**config.mk**
```make
export PLATFORM = sky130hd
export DESIGN_NAME = lcd_fill_ctrl
export DESIGN_NICKNAME = d
export VERILOG_FILES = /design/src/rtl/lcd_pkg.sv /design/src/rtl/lcd_init_rom.sv /design/src/rtl/lcd_fill_ctrl.sv
export SDC_FILE = /design/constraint.sdc
export NUM_CORES = 1
export LEC_CHECK = 0
export BUFFER_PORTS_ARGS = -buffer_cell sky130_fd_sc_hd__buf_2
export CAP_MARGIN = 20
export CORE_AREA = 2 2 92 94
export DETAILED_ROUTE_END_ITERATION = 12
export DIE_AREA = 0 0 94 96
export GPL_TIMING_DRIVEN = 0
export PLACE_DENSITY = 0.83
export RECOVER_POWER = 50
export SYNTH_ARGS = -nofsm -noshare
export SYNTH_HDL_FRONTEND = slang
export SYNTH_SLANG_ARGS = --single-unit
```
**constraint.sdc**
```tcl
create_clock -name clk_50mhz -period 3.4 [get_ports clk_50mhz]
set_clock_uncertainty 0.2 [all_clocks]
set_input_delay 0.51 -clock clk_50mhz [delete_from_list [all_inputs] [get_ports clk_50mhz]]
set_output_delay 0.51 -clock clk_50mhz [all_outputs]
set_load 0.01 [all_outputs]
```
**src/rtl/lcd_pkg.sv**
```systemverilog
// Shared constants, state type and helpers for the ST7789 fill controller.
package lcd_pkg;

   localparam logic [15:0] COLOR_WHITE = 16'hFFFF;
   localparam logic [15:0] COLOR_RED   = 16'hF800;
   localparam logic [15:0] COLOR_GREEN = 16'h07E0;
   localparam logic [15:0] COLOR_BLUE  = 16'h001F;

   localparam logic [7:0] CMD_SLPOUT = 8'h11;
   localparam logic [7:0] CMD_COLMOD = 8'h3A;
   localparam logic [7:0] CMD_MADCTL = 8'h36;
   localparam logic [7:0] CMD_DISPON = 8'h29;
   localparam logic [7:0] CMD_CASET  = 8'h2A;
   localparam logic [7:0] CMD_RASET  = 8'h2B;
   localparam logic [7:0] CMD_RAMWR  = 8'h2C;

   localparam logic [7:0] ARG_COLMOD_565 = 8'h55;
   localparam logic [7:0] ARG_MADCTL_DEF = 8'h00;

   localparam int unsigned INIT_LEN = 5;
   localparam int unsigned WIN_LEN  = 5;
   localparam int unsigned IDX_W    = 3;

   typedef enum logic [3:0] {
      RST_LOW, RST_WAIT, SLPOUT, WAKE_WAIT, INIT,
      IDLE, CASET, RASET, RAMWR, PIXELS, DONE
   } lcd_state_t;

   // Byte idx of a window-set sequence: cmd, 0x00, 0x00, last[15:8], last[7:0].
   function automatic logic [7:0] win_byte(input logic [IDX_W-1:0] idx,
                                           input logic [15:0] last);
      logic [7:0] b;
      b = 8'h00;
      if (idx == IDX_W'(3)) b = last[15:8];
      if (idx == IDX_W'(4)) b = last[7:0];
      return b;
   endfunction

endpackage

```
**src/rtl/lcd_init_rom.sv**
```systemverilog
// Combinational lookup of the panel init list: index -> {dc, byte}.
module lcd_init_rom
   import lcd_pkg::*;
(
   input  logic [IDX_W-1:0] idx_i,
   output logic             dc_o,
   output logic [7:0]       byte_o
);

   always_comb begin
      dc_o   = 1'b0;
      byte_o = 8'h00;
      case (idx_i)
         IDX_W'(0): byte_o = CMD_COLMOD;
         IDX_W'(1): begin dc_o = 1'b1; byte_o = ARG_COLMOD_565; end
         IDX_W'(2): byte_o = CMD_MADCTL;
         IDX_W'(3): begin dc_o = 1'b1; byte_o = ARG_MADCTL_DEF; end
         IDX_W'(4): byte_o = CMD_DISPON;
         default:   ;
      endcase
   end

endmodule

```
**src/rtl/lcd_fill_ctrl.sv**
```systemverilog
// ST7789 power-up sequencer and full-screen RGB565 filler feeding a byte serializer.
// Optional one-deep request queue: define LCD_FILL_QUEUE_EN.
module lcd_fill_ctrl
   import lcd_pkg::*;
#(
   parameter int unsigned H_RES       = 240,
   parameter int unsigned V_RES       = 240,
   parameter int unsigned RST_CYCLES  = 500000,
   parameter int unsigned WAKE_CYCLES = 6000000
) (
   input  logic        clk_50mhz,
   input  logic        rst_n,
   input  logic        fill_req,
   input  logic [15:0] fill_color,
   output logic        fill_busy,
   output logic        fill_done,
   output logic        init_done,
   output logic        lcd_rst,
   output logic        tx_valid,
   output logic [7:0]  tx_data,
   output logic        tx_dc,
   input  logic        tx_ready
);

   localparam int unsigned NPIX    = H_RES * V_RES;
   localparam int unsigned PIX_W   = (NPIX > 1) ? $clog2(NPIX) : 1;
   localparam int unsigned DLY_MAX = (RST_CYCLES > WAKE_CYCLES) ? RST_CYCLES : WAKE_CYCLES;
   localparam int unsigned DLY_W   = $clog2(DLY_MAX + 1);
   localparam logic [15:0] H_LAST  = 16'(H_RES - 1);
   localparam logic [15:0] V_LAST  = 16'(V_RES - 1);
   localparam logic [PIX_W-1:0] PIX_LAST = PIX_W'(NPIX - 1);
   localparam logic [DLY_W-1:0] RST_END  = DLY_W'(RST_CYCLES - 1);
   localparam logic [DLY_W-1:0] WAKE_END = DLY_W'(WAKE_CYCLES - 1);

   lcd_state_t       state_q;
   logic [DLY_W-1:0] dly_q;
   logic [IDX_W-1:0] idx_q;
   logic [PIX_W-1:0] pix_q;
   logic             phase_q;
   logic [15:0]      color_q;
   logic             lcd_rst_q, tx_valid_q, tx_dc_q, init_done_q, fill_busy_q, fill_done_q;
   logic [7:0]       tx_data_q;

   logic             tx_fire_c, start_c, rom_dc_c;
   logic [15:0]      start_color_c;
   logic [IDX_W-1:0] rom_idx_c;
   logic [7:0]       rom_byte_c;

   assign tx_fire_c = tx_valid_q && tx_ready;
   // Points at the entry to load next: entry 0 while waking, idx+1 while sending.
   assign rom_idx_c = (state_q == INIT) ? idx_q + IDX_W'(1) : '0;

   lcd_init_rom u_init_rom (
      .idx_i  (rom_idx_c),
      .dc_o   (rom_dc_c),
      .byte_o (rom_byte_c)
   );

`ifdef LCD_FILL_QUEUE_EN
   logic        pend_q;
   logic [15:0] pend_color_q;

   assign start_c       = (state_q == IDLE) && (fill_req || pend_q);
   assign start_color_c = fill_req ? fill_color : pend_color_q;

   // Latest request seen outside IDLE wins.
   always_ff @(posedge clk_50mhz or negedge rst_n) begin
      if (!rst_n) begin
         pend_q       <= 1'b0;
         pend_color_q <= '0;
      end else if (state_q != IDLE && fill_req) begin
         pend_q       <= 1'b1;
         pend_color_q <= fill_color;
      end else if (start_c) begin
         pend_q       <= 1'b0;
      end
   end
`else
   assign start_c       = (state_q == IDLE) && fill_req;
   assign start_color_c = fill_color;
`endif

   always_ff @(posedge clk_50mhz or negedge rst_n) begin
      if (!rst_n) begin
         state_q     <= RST_LOW;
         dly_q       <= '0;
         idx_q       <= '0;
         pix_q       <= '0;
         phase_q     <= 1'b0;
         color_q     <= '0;
         lcd_rst_q   <= 1'b0;
         tx_valid_q  <= 1'b0;
         tx_data_q   <= '0;
         tx_dc_q     <= 1'b0;
         init_done_q <= 1'b0;
         fill_busy_q <= 1'b0;
         fill_done_q <= 1'b0;
      end else begin
         case (state_q)
            RST_LOW: begin
               if (dly_q == RST_END) begin
                  dly_q     <= '0;
                  lcd_rst_q <= 1'b1;
                  state_q   <= RST_WAIT;
               end else begin
                  dly_q <= dly_q + DLY_W'(1);
               end
            end
            RST_WAIT: begin
               if (dly_q == RST_END) begin
                  dly_q      <= '0;
                  tx_valid_q <= 1'b1;
                  tx_data_q  <= CMD_SLPOUT;
                  tx_dc_q    <= 1'b0;
                  state_q    <= SLPOUT;
               end else begin
                  dly_q <= dly_q + DLY_W'(1);
               end
            end
            SLPOUT: begin
               if (tx_fire_c) begin
                  tx_valid_q <= 1'b0;
                  state_q    <= WAKE_WAIT;
               end
            end
            WAKE_WAIT: begin
               if (dly_q == WAKE_END) begin
                  dly_q      <= '0;
                  idx_q      <= '0;
                  tx_valid_q <= 1'b1;
                  tx_data_q  <= rom_byte_c;
                  tx_dc_q    <= rom_dc_c;
                  state_q    <= INIT;
               end else begin
                  dly_q <= dly_q + DLY_W'(1);
               end
            end
            INIT: begin
               if (tx_fire_c) begin
                  if (idx_q == IDX_W'(INIT_LEN - 1)) begin
                     tx_valid_q  <= 1'b0;
                     init_done_q <= 1'b1;
                     state_q     <= IDLE;
                  end else begin
                     idx_q     <= idx_q + IDX_W'(1);
                     tx_data_q <= rom_byte_c;
                     tx_dc_q   <= rom_dc_c;
                  end
               end
            end
            IDLE: begin
               if (start_c) begin
                  color_q     <= start_color_c;
                  fill_busy_q <= 1'b1;
                  idx_q       <= '0;
                  tx_valid_q  <= 1'b1;
                  tx_data_q   <= CMD_CASET;
                  tx_dc_q     <= 1'b0;
                  state_q     <= CASET;
               end
            end
            CASET, RASET: begin
               if (tx_fire_c) begin
                  if (idx_q == IDX_W'(WIN_LEN - 1)) begin
                     idx_q     <= '0;
                     tx_data_q <= (state_q == CASET) ? CMD_RASET : CMD_RAMWR;
                     tx_dc_q   <= 1'b0;
                     state_q   <= (state_q == CASET) ? RASET : RAMWR;
                  end else begin
                     idx_q     <= idx_q + IDX_W'(1);
                     tx_data_q <= win_byte(idx_q + IDX_W'(1), (state_q == CASET) ? H_LAST : V_LAST);
                     tx_dc_q   <= 1'b1;
                  end
               end
            end
            RAMWR: begin
               if (tx_fire_c) begin
                  pix_q     <= '0;
                  phase_q   <= 1'b0;
                  tx_data_q <= color_q[15:8];
                  tx_dc_q   <= 1'b1;
                  state_q   <= PIXELS;
               end
            end
            PIXELS: begin
               if (tx_fire_c) begin
                  if (!phase_q) begin
                     phase_q   <= 1'b1;
                     tx_data_q <= color_q[7:0];
                  end else if (pix_q == PIX_LAST) begin
                     tx_valid_q  <= 1'b0;
                     fill_busy_q <= 1'b0;
                     fill_done_q <= 1'b1;
                     state_q     <= DONE;
                  end else begin
                     pix_q     <= pix_q + PIX_W'(1);
                     phase_q   <= 1'b0;
                     tx_data_q <= color_q[15:8];
                  end
               end
            end
            DONE: begin
               fill_done_q <= 1'b0;
               state_q     <= IDLE;
            end
            default: state_q <= RST_LOW;
         endcase
      end
   end

   assign lcd_rst   = lcd_rst_q;
   assign tx_valid  = tx_valid_q;
   assign tx_data   = tx_data_q;
   assign tx_dc     = tx_dc_q;
   assign init_done = init_done_q;
   assign fill_busy = fill_busy_q;
   assign fill_done = fill_done_q;

endmodule

```
==> results of run 1 <==
[metrics by stage]
step                cells  cell area [µm²]  hold WS, ns
global route          607             4850        0.182
global placement      590             4630        0.256
floorplan             452             4330       0.0144
detailed placement    591             4660        0.167
CTS                   607             4880        0.175
finish                607             4850        0.187
[report_power, final]
group | switching, mW | internal [mW]
Sequential | 0 | 0.915
Combinational | 0.0210 | 0.00878
Clock | 0.332 | 0.409
Total | 0.353 | 1.33
[critical path: cells and delay by family, from the launching register on]
| kind | cells | cell delay, ns |
|---|---|---|
| buffers and inverters | 3 | 0.62 |
| multiplexers | 1 | 0.30 |
| adder cells (fa/ha/maj) | 1 | 0.27 |
| flip-flops | 1 | 0.35 |
| AO/OA/AOI/OAI | 4 | 0.84 |
| AND/OR/NAND/NOR | 2 | 0.39 |
[flip-flops by register name, indices dropped and copies added (netlist names)]
name,flops
pix_q,16
tx_valid,1
phase_q,1
fill_busy,1
tx_data,8
color_q,16
idx_q,3
tx_dc,1
lcd_rst,1
dly_q,23
init_done,1
fill_done,1
state_q,4
[cells in the mapped netlist, drive strengths merged, types with 3 or more instances]
library cell / number / area, µm²
ha: 5 / 62.6
clkbuf: 10 / 37.5
nor2b: 9 / 63.8
nand2: 46 / 173
a211o: 4 / 35.0
buf: 10 / 56.3
nor2: 49 / 186
inv: 7 / 26.3
or2: 4 / 25.0
and2: 6 / 40.0
o31ai: 5 / 37.5
xor2: 14 / 123
and3: 14 / 87.6
dfrtp: 77 / 1930
mux2i: 3 / 30.0
a21boi: 3 / 26.3
xnor2: 15 / 131
a31oi: 4 / 25.0
a21oi: 23 / 115
nand4: 12 / 75.1
o21ai: 30 / 150
nand3: 16 / 80.1
or3: 4 / 25.0
nor3: 7 / 45.0
nor4: 3 / 18.8
mux2: 26 / 319
nand2b: 10 / 62.6
a22o: 3 / 26.3
[layout make-up]
class                      instances  area [µm²]
fill                             657        3200
multi-input combinational        348        2290
sequential                        77        1930
timing repair buffer              35         170
tap                              105         131
clock buffer                       9         124
buffer                            20        93.8
clock inverter                     6        88.8
inverter                           7        26.3
[how the worst max path moves through the flow]
stage                                  end                 start  cells after the start
floorplan           tx_data[0]$_DFFE_PN0P_  idx_q[0]$_DFFE_PN0P_                     11
global placement    tx_data[2]$_DFFE_PN0P_  idx_q[0]$_DFFE_PN0P_                     11
detailed placement  tx_data[2]$_DFFE_PN0P_  idx_q[0]$_DFFE_PN0P_                     11
CTS                 tx_data[1]$_DFFE_PN0P_  idx_q[0]$_DFFE_PN0P_                     11
global route          dly_q[4]$_DFFE_PN0P_                 rst_n                      3
finish              tx_data[7]$_DFFE_PN0P_  idx_q[0]$_DFFE_PN0P_                     11
[metal layers]
metal	global-route usage	routed length [µm]
met5	0	0
met4	0.0954	199
met3	0.0556	548
met2	0.370	4600
met1	0.321	4510
[kinds of logic (layout without fill, tap and decap cells)]
logic type	after synthesis	after routing	synth area share
AND/OR/NAND/NOR	192	192	0.231
AO/OA/AOI/OAI	93	93	0.143
flip-flops	77	77	0.445
XOR/XNOR	29	29	0.0586
multiplexers	29	29	0.0805
buffers and inverters	27	77	0.0277
adder cells (fa/ha/maj)	5	5	0.0144
[what timing repair did]
action / 4_1_cts / 5_1_grt
resized for setup: 0 / 0
hold buffers: 1 / 0
endpoints found under the hold margin: 11 / 0
==> metrics.md, run 1 <==
| Metric | Value |
|---|---|
| R2r setup slk | `0.31 ns` |
| Overflow after GRT | `0` |
| Final Cycle Share | `0.908` |
| Final core occ | `0.602` |
| Worst-skew pair later-pin latency | `0.35 ns` |
| Synth-to-layout area growth | `11.9%` |
| Critical R2R Launch | `idx_q[0]$_DFFE_PN0P_` |
| Total CTS buffers | `9` |
| Max Root-Sink Buffers | `2` |
| Setup WS pre-CTS | `0.343 ns` |
| Status | `finished with violations` |
| Reg2reg path depth | `11` |
| Slew Viols, Final | `67` |
| Final net count | `523` |
| PortBufs | `33` |
| Die H | `96 µm` |
| Yosys cell types | `68` |
| Clock transition at path regs | `0.08 ns` |
| Critical Path AT | `3.12 ns` |
| Endpoint class of the critical path | `flip-flop` |
| Mapped cell area | `4330 µm²` |
| Most frequent cells in the layout | `dfrtp_1, nor2_1, nand2_1` |
| Finish-stage setup viols | `0` |
| Antenna violations before repair | `0` |
| Post-Synthesis Net Count | `477` |
| WHS Path Cells | `2` |
| Crit-path slowest cell | `dfrtp_1` |
| First-pass GRT wire length | `16600 µm` |
| GR Util All Layers | `0.237` |
| Crit path launch type | `flip-flop` |
| Max_cap viols | `1` |
| Hold Crit Endpoint | `color_q[15]$_DFFE_PN0P_` |
| Detailed-route DRC error count | `0` |
| Critical path type | `reg -> reg` |
| 1st-iter DRT viols | `261` |
| Worst EP required | `3.44 ns` |
| Final hold vios | `0` |
| TritonCTS clock tree | `yes` |
| TritonRoute pass-1 iters | `5` |
| #FFs+latches synth | `77` |
| Mean routed wirelength per cell | `16.2 µm` |
| Crit-path max cell delay | `0.35 ns` |
| Worst hold path type | `in -> reg` |
| Minimum clock period | `3.09 ns` |
| Ant. Diodes | `0` |
| Synth warn | `0` |
| Hold path startpoint | `fill_color[15]` |
| Sequential element share of the synthesized area | `0.445` |
| Main synth FF type | `dfrtp_1` |
| Starting Density | `0.538` |
| Async SR Flop Fraction | `1.00` |
| Failing checks | `max-capacitance violations, max-slew violations` |
| Sink Count | `77` |
| # IOs | `34` |
| Largest net degree at the start of global routing | `67` |
| H-tree depth | `3` |
| Post-CTS Setup Repair Bufs | `0` |
| Unrepaired setup endpoints after global routing | `false` |
| Worst-path maximum fanout | `9` |
| Fmax | `324 MHz` |
| RD Place Congestion | `0.958` |
| Final WS setup | `0.313 ns` |
| Final setup TNS | `0 ns` |
| Post-Route WL | `9860 µm` |
| Pwr Total | `1.69 mW` |
| Maximum vdd ir drop | `280 µV` |
| Vias | `3643` |
| DP HPWL | `7280 µm` |
| FF-to-FF End | `tx_data[7]$_DFFE_PN0P_` |
| Post-synth EDFFs | `0` |
| Lkg Pwr | `2.25 nW` |
| CTS root buffer | `clkbuf_8` |
| Layout cells sized above 1 | `0.161` |
| Die width | `94 µm` |
| Relative slew slack | `-0.0867` |
| Most common cell after layout, fill and taps aside | `dfrtp_1` |
| Core region area | `8050 µm²` |
| Final ANT Viol Nets | `0` |
| PD cells | `348 nW/µm²` |
| Critical-path cell list | `clkbuf_1, inv_1, ha_1, nand2_1, o21ai_0, o21ai_0, nand2_1, a31oi_1, o2111a_1, buf_6, mux2_4` |
| DR vias/cell | `6.00` |
| Die area | `9020 µm²` |
| Vias in the first global route | `3524` |
| Avg Inst Size Synth | `9.59 µm²` |
| Placement Rows | `33` |
| Syn Inst Count | `452` |
| Worst Tran Pin Value | `1.63 ns` |
Power figures use the tool's default switching activity.
==> run 2: changes to the inputs <==
--- a/config.mk
+++ b/config.mk
@@ -7,12 +7,13 @@
 export LEC_CHECK = 0
 export BUFFER_PORTS_ARGS = -buffer_cell sky130_fd_sc_hd__buf_2
 export CAP_MARGIN = 20
-export CORE_AREA = 2 2 92 94
+export CORE_AREA = 2 2 93 95
 export DETAILED_ROUTE_END_ITERATION = 12
-export DIE_AREA = 0 0 94 96
+export DIE_AREA = 0 0 95 97
 export GPL_TIMING_DRIVEN = 0
-export PLACE_DENSITY = 0.83
+export PLACE_DENSITY = 0.82
 export RECOVER_POWER = 50
 export SYNTH_ARGS = -nofsm -noshare
 export SYNTH_HDL_FRONTEND = slang
+export SYNTH_HIERARCHICAL = 1
 export SYNTH_SLANG_ARGS = --single-unit
==> run 2 against run 1 <==
Effect of this change: the run still ends with max-capacitance violations, max-slew violations left; flip-flop and latch count unchanged; routed wire length grew 6.8%; highest routed layer unchanged; largest cell class unchanged; clock power down 11%.
==> metrics.md, run 2 <==
| Metric | Value |
|---|---|
| Status | `finished with violations` |
| Failing checks | `max-capacitance violations, max-slew violations` |
| Finish-stage setup viols | `0 (unchanged)` |
| Worst-path maximum fanout | `10 (+1)` |
| Final setup TNS | `0 ns (unchanged)` |
| Final hold vios | `0 (unchanged)` |
| Maximum vdd ir drop | `379 µV (+36%)` |
| Filler cell count in the final layout | `656 (-0.15%)` |
| Avg Inst Size Synth | `9.49 µm² (-1.0%)` |
| # IOs | `34 (unchanged)` |
| Critical path type | `reg -> reg` |
| Relative slew slack | `-0.0813 (+0.00536)` |
| Largest register FFs | `23 (unchanged)` |
| Final ANT Viol Nets | `0 (unchanged)` |
| WHS | `0.169 ns (-0.0181 ns)` |
| Total CTS buffers | `9 (unchanged)` |
| Syn Inst Count | `462 (+2.2%)` |
| #FFs+latches synth | `77 (unchanged)` |
| Sequential element share of the synthesized area | `0.439 (-0.00508)` |
| TritonRoute pass-1 iters | `4 (-1)` |
| 1st-iter DRT viols | `346 (+33%)` |
| Largest register by flop count | `dly_q` |
| Post-cts sizing count | `0 (unchanged)` |
| Clock transition at path regs | `0.10 ns (+0.02 ns)` |
| Vias in the first global route | `3593 (+2.0%)` |
| Die area | `9220 µm² (+2.1%)` |
| R2r setup slk | `0.51 ns (+0.20 ns)` |
| Minimum clock period | `2.89 ns (-0.195 ns)` |
| Worst-skew pair later-pin latency | `0.36 ns (about the same)` |
| Mean routed wirelength per cell | `17.0 µm (+4.9%)` |
| Yosys top cell by area | `dfrtp_1` |
| Max_cap viols | `1 (unchanged)` |
| Max Root-Sink Buffers | `2 (unchanged)` |
| Detailed-route DRC error count | `0 (unchanged)` |
| Post-Synthesis Net Count | `487 (+2.1%)` |
| Regs by FF count | `dly_q x23, color_q x16, pix_q x16` |
| Final Cycle Share | `0.851 (-0.0574)` |
| H-tree depth | `3 (unchanged)` |
| Yosys cell types | `67 (-1.5%)` |
| Vias | `3808 (+4.5%)` |
| FF/Latch Area | `1930 µm² (unchanged)` |
| Antenna violations before repair | `0 (unchanged)` |
| Layout cells sized above 1 | `0.187 (+0.0258)` |
| Placement Rows | `33 (unchanged)` |
| DR vias/cell | `6.16 (+2.7%)` |
| Largest net degree at the start of global routing | `49 (-27%)` |
| Core region area | `8130 µm² (+1.0%)` |
| Final instance area | `4870 µm² (+0.49%)` |
| Starting Density | `0.539 (+0.000688)` |
| Post-Route WL | `10500 µm (+6.8%)` |
| PortBufs | `33 (unchanged)` |
| Final net count | `533 (+1.9%)` |
| Worst EP required | `3.44 ns (about the same)` |
| Slew Viols, Final | `31 (-54%)` |
| Ant. Diodes | `0 (unchanged)` |
| Most common library cells after synthesis | `dfrtp_1, nor2_1, o21ai_0` |
| RD Place Congestion | `0.983 (+2.6%)` |
| Synth-to-layout area growth | `11.1%` |
| TritonCTS clock tree | `yes` |
| Worst Tran Pin Value | `1.62 ns (-0.00805 ns)` |
| Overflow after GRT | `0 (unchanged)` |
| Critical Path AT | `2.93 ns (-0.19 ns)` |
| Die width | `95 µm (+1.1%)` |
| Count of hold buffers inserted by post-cts repair | `1 (unchanged)` |
| Main synth FF type | `dfrtp_1` |
| Most common cell after layout, fill and taps aside | `dfrtp_1` |
| Sink Count | `77 (unchanged)` |
| Final WS setup | `0.508 ns (+0.195 ns)` |
| Post-CTS Setup Repair Bufs | `0 (unchanged)` |
| Post-synth EDFFs | `0 (unchanged)` |
| Most frequent cell after synthesis | `dfrtp_1` |
| Fmax | `346 MHz (+6.7%)` |
| DP HPWL | `7510 µm (+3.2%)` |
| Lkg Pwr | `2.13 nW (-5.3%)` |
| Endpoint class of the critical path | `flip-flop` |
| Setup WS pre-CTS | `0.535 ns (+0.193 ns)` |
| Most frequent cells in the layout | `dfrtp_1, nor2_1, o21ai_0` |
| Worst hold path type | `in -> reg` |
| Dpl cell area | `4710 µm² (+1.1%)` |
| Synth top area share | `0.439 (-0.00508)` |
| Synth warn | `6 (+6)` |
| Unrepaired setup endpoints after global routing | `false` |
| PD cells | `775 nW/µm² (+120%)` |
| Synth area leaders | `dfrtp_1, mux2_2, o21ai_0` |
| Die H | `97 µm (+1.0%)` |
| CTS root buffer | `clkbuf_8` |
| First-pass GRT wire length | `17400 µm (+4.7%)` |
| Crit path launch type | `flip-flop` |
| GR Util All Layers | `0.236 (-0.000831)` |
| Multi-input gate area | `2290 µm² (+0.27%)` |
| Async SR Flop Fraction | `1.00 (unchanged)` |
| Mapped cell area | `4380 µm² (+1.2%)` |
-- run 2: cell count changes after synthesis, sizes merged, moves of 4 or more --
cell    previous run  this run
nor4               3         7
buf               10         5
clkbuf            10        18
nand3             16        24
nand2b            10         3
a21oi             23        13
nand2             46        40
and3              14        10
o21ai             30        47
xnor2             15        11
-- run 2: path summary, 6_finish.rpt --
path                                 startpoint                 endpoint  depth (start not counted)
hold / removal                   fill_color[12]  color_q[12]$_DFFE_PN0P_                          2
max in group asynchronous                 rst_n   color_q[4]$_DFFE_PN0P_                          3
hold reg to reg            dly_q[6]$_DFFE_PN0P_     dly_q[6]$_DFFE_PN0P_                          1
setup / recovery           pix_q[0]$_DFFE_PN0P_     pix_q[4]$_DFFE_PN0P_                          8
setup reg to reg           pix_q[0]$_DFFE_PN0P_     pix_q[4]$_DFFE_PN0P_                          8
min in group asynchronous                 rst_n    fill_done$_DFFE_PN0P_                          2
-- run 2: cell type report --
cell class	count	share of cell area
tap	105	0.0270
clock buffer	9	0.0254
buffer	23	0.0275
timing repair buffer	35	0.0354
sequential	77	0.395
multi-input combinational	354	0.471
inverter	8	0.00616
clock inverter	7	0.0123
-- run 2: logic make-up (layout without fill, tap and decap cells) --
kind of cell,count (synthesis),count (layout),share of synthesized area
AND/OR/NAND/NOR,190,190,0.230
AO/OA/AOI/OAI,103,103,0.151
flip-flops,77,77,0.439
multiplexers,31,31,0.0791
buffers and inverters,31,82,0.0374
XOR/XNOR,24,24,0.0479
adder cells (fa/ha/maj),5,5,0.0143
other,1,1,0.000855
-- run 2: where the power goes --
| group | leakage [nW] | switching [mW] | internal, mW |
|---|---|---|---|
| Combinational | 1.03 | 1.01 | 0.797 |
| Sequential | 1.00 | 0.158 | 1.15 |
| Clock | 0.0900 | 0.384 | 0.274 |
| Total | 2.13 | 1.55 | 2.22 |
-- run 2: metrics by stage --
step                cells   util  total power [mW]
floorplan             462      -              2.65
global placement      600  0.575              3.05
detailed placement    601  0.579              3.11
CTS                   618  0.603              3.77
global route          618  0.599              4.03
finish                618  0.599              3.78
-- run 2: worst max-delay path, cell delays in order, from the launching register on --
cell and delay [ns]:
dfrtp_1 0.42, ha_1 0.28, nand3_1 0.17, nor4_1 0.08
a2111oi_1 0.60, o21ai_1 0.36, clkbuf_1 0.31, o21ai_0 0.24
o31ai_1 0.11
-- run 2: routing by layer --
layer	up-vias	global-route usage	part of all wire
met5	-	0	0
met4	0	0.0713	0.015
met3	18	0.0444	0.069
met2	174	0.356	0.47
met1	1845	0.346	0.45
li1	1771	-	-
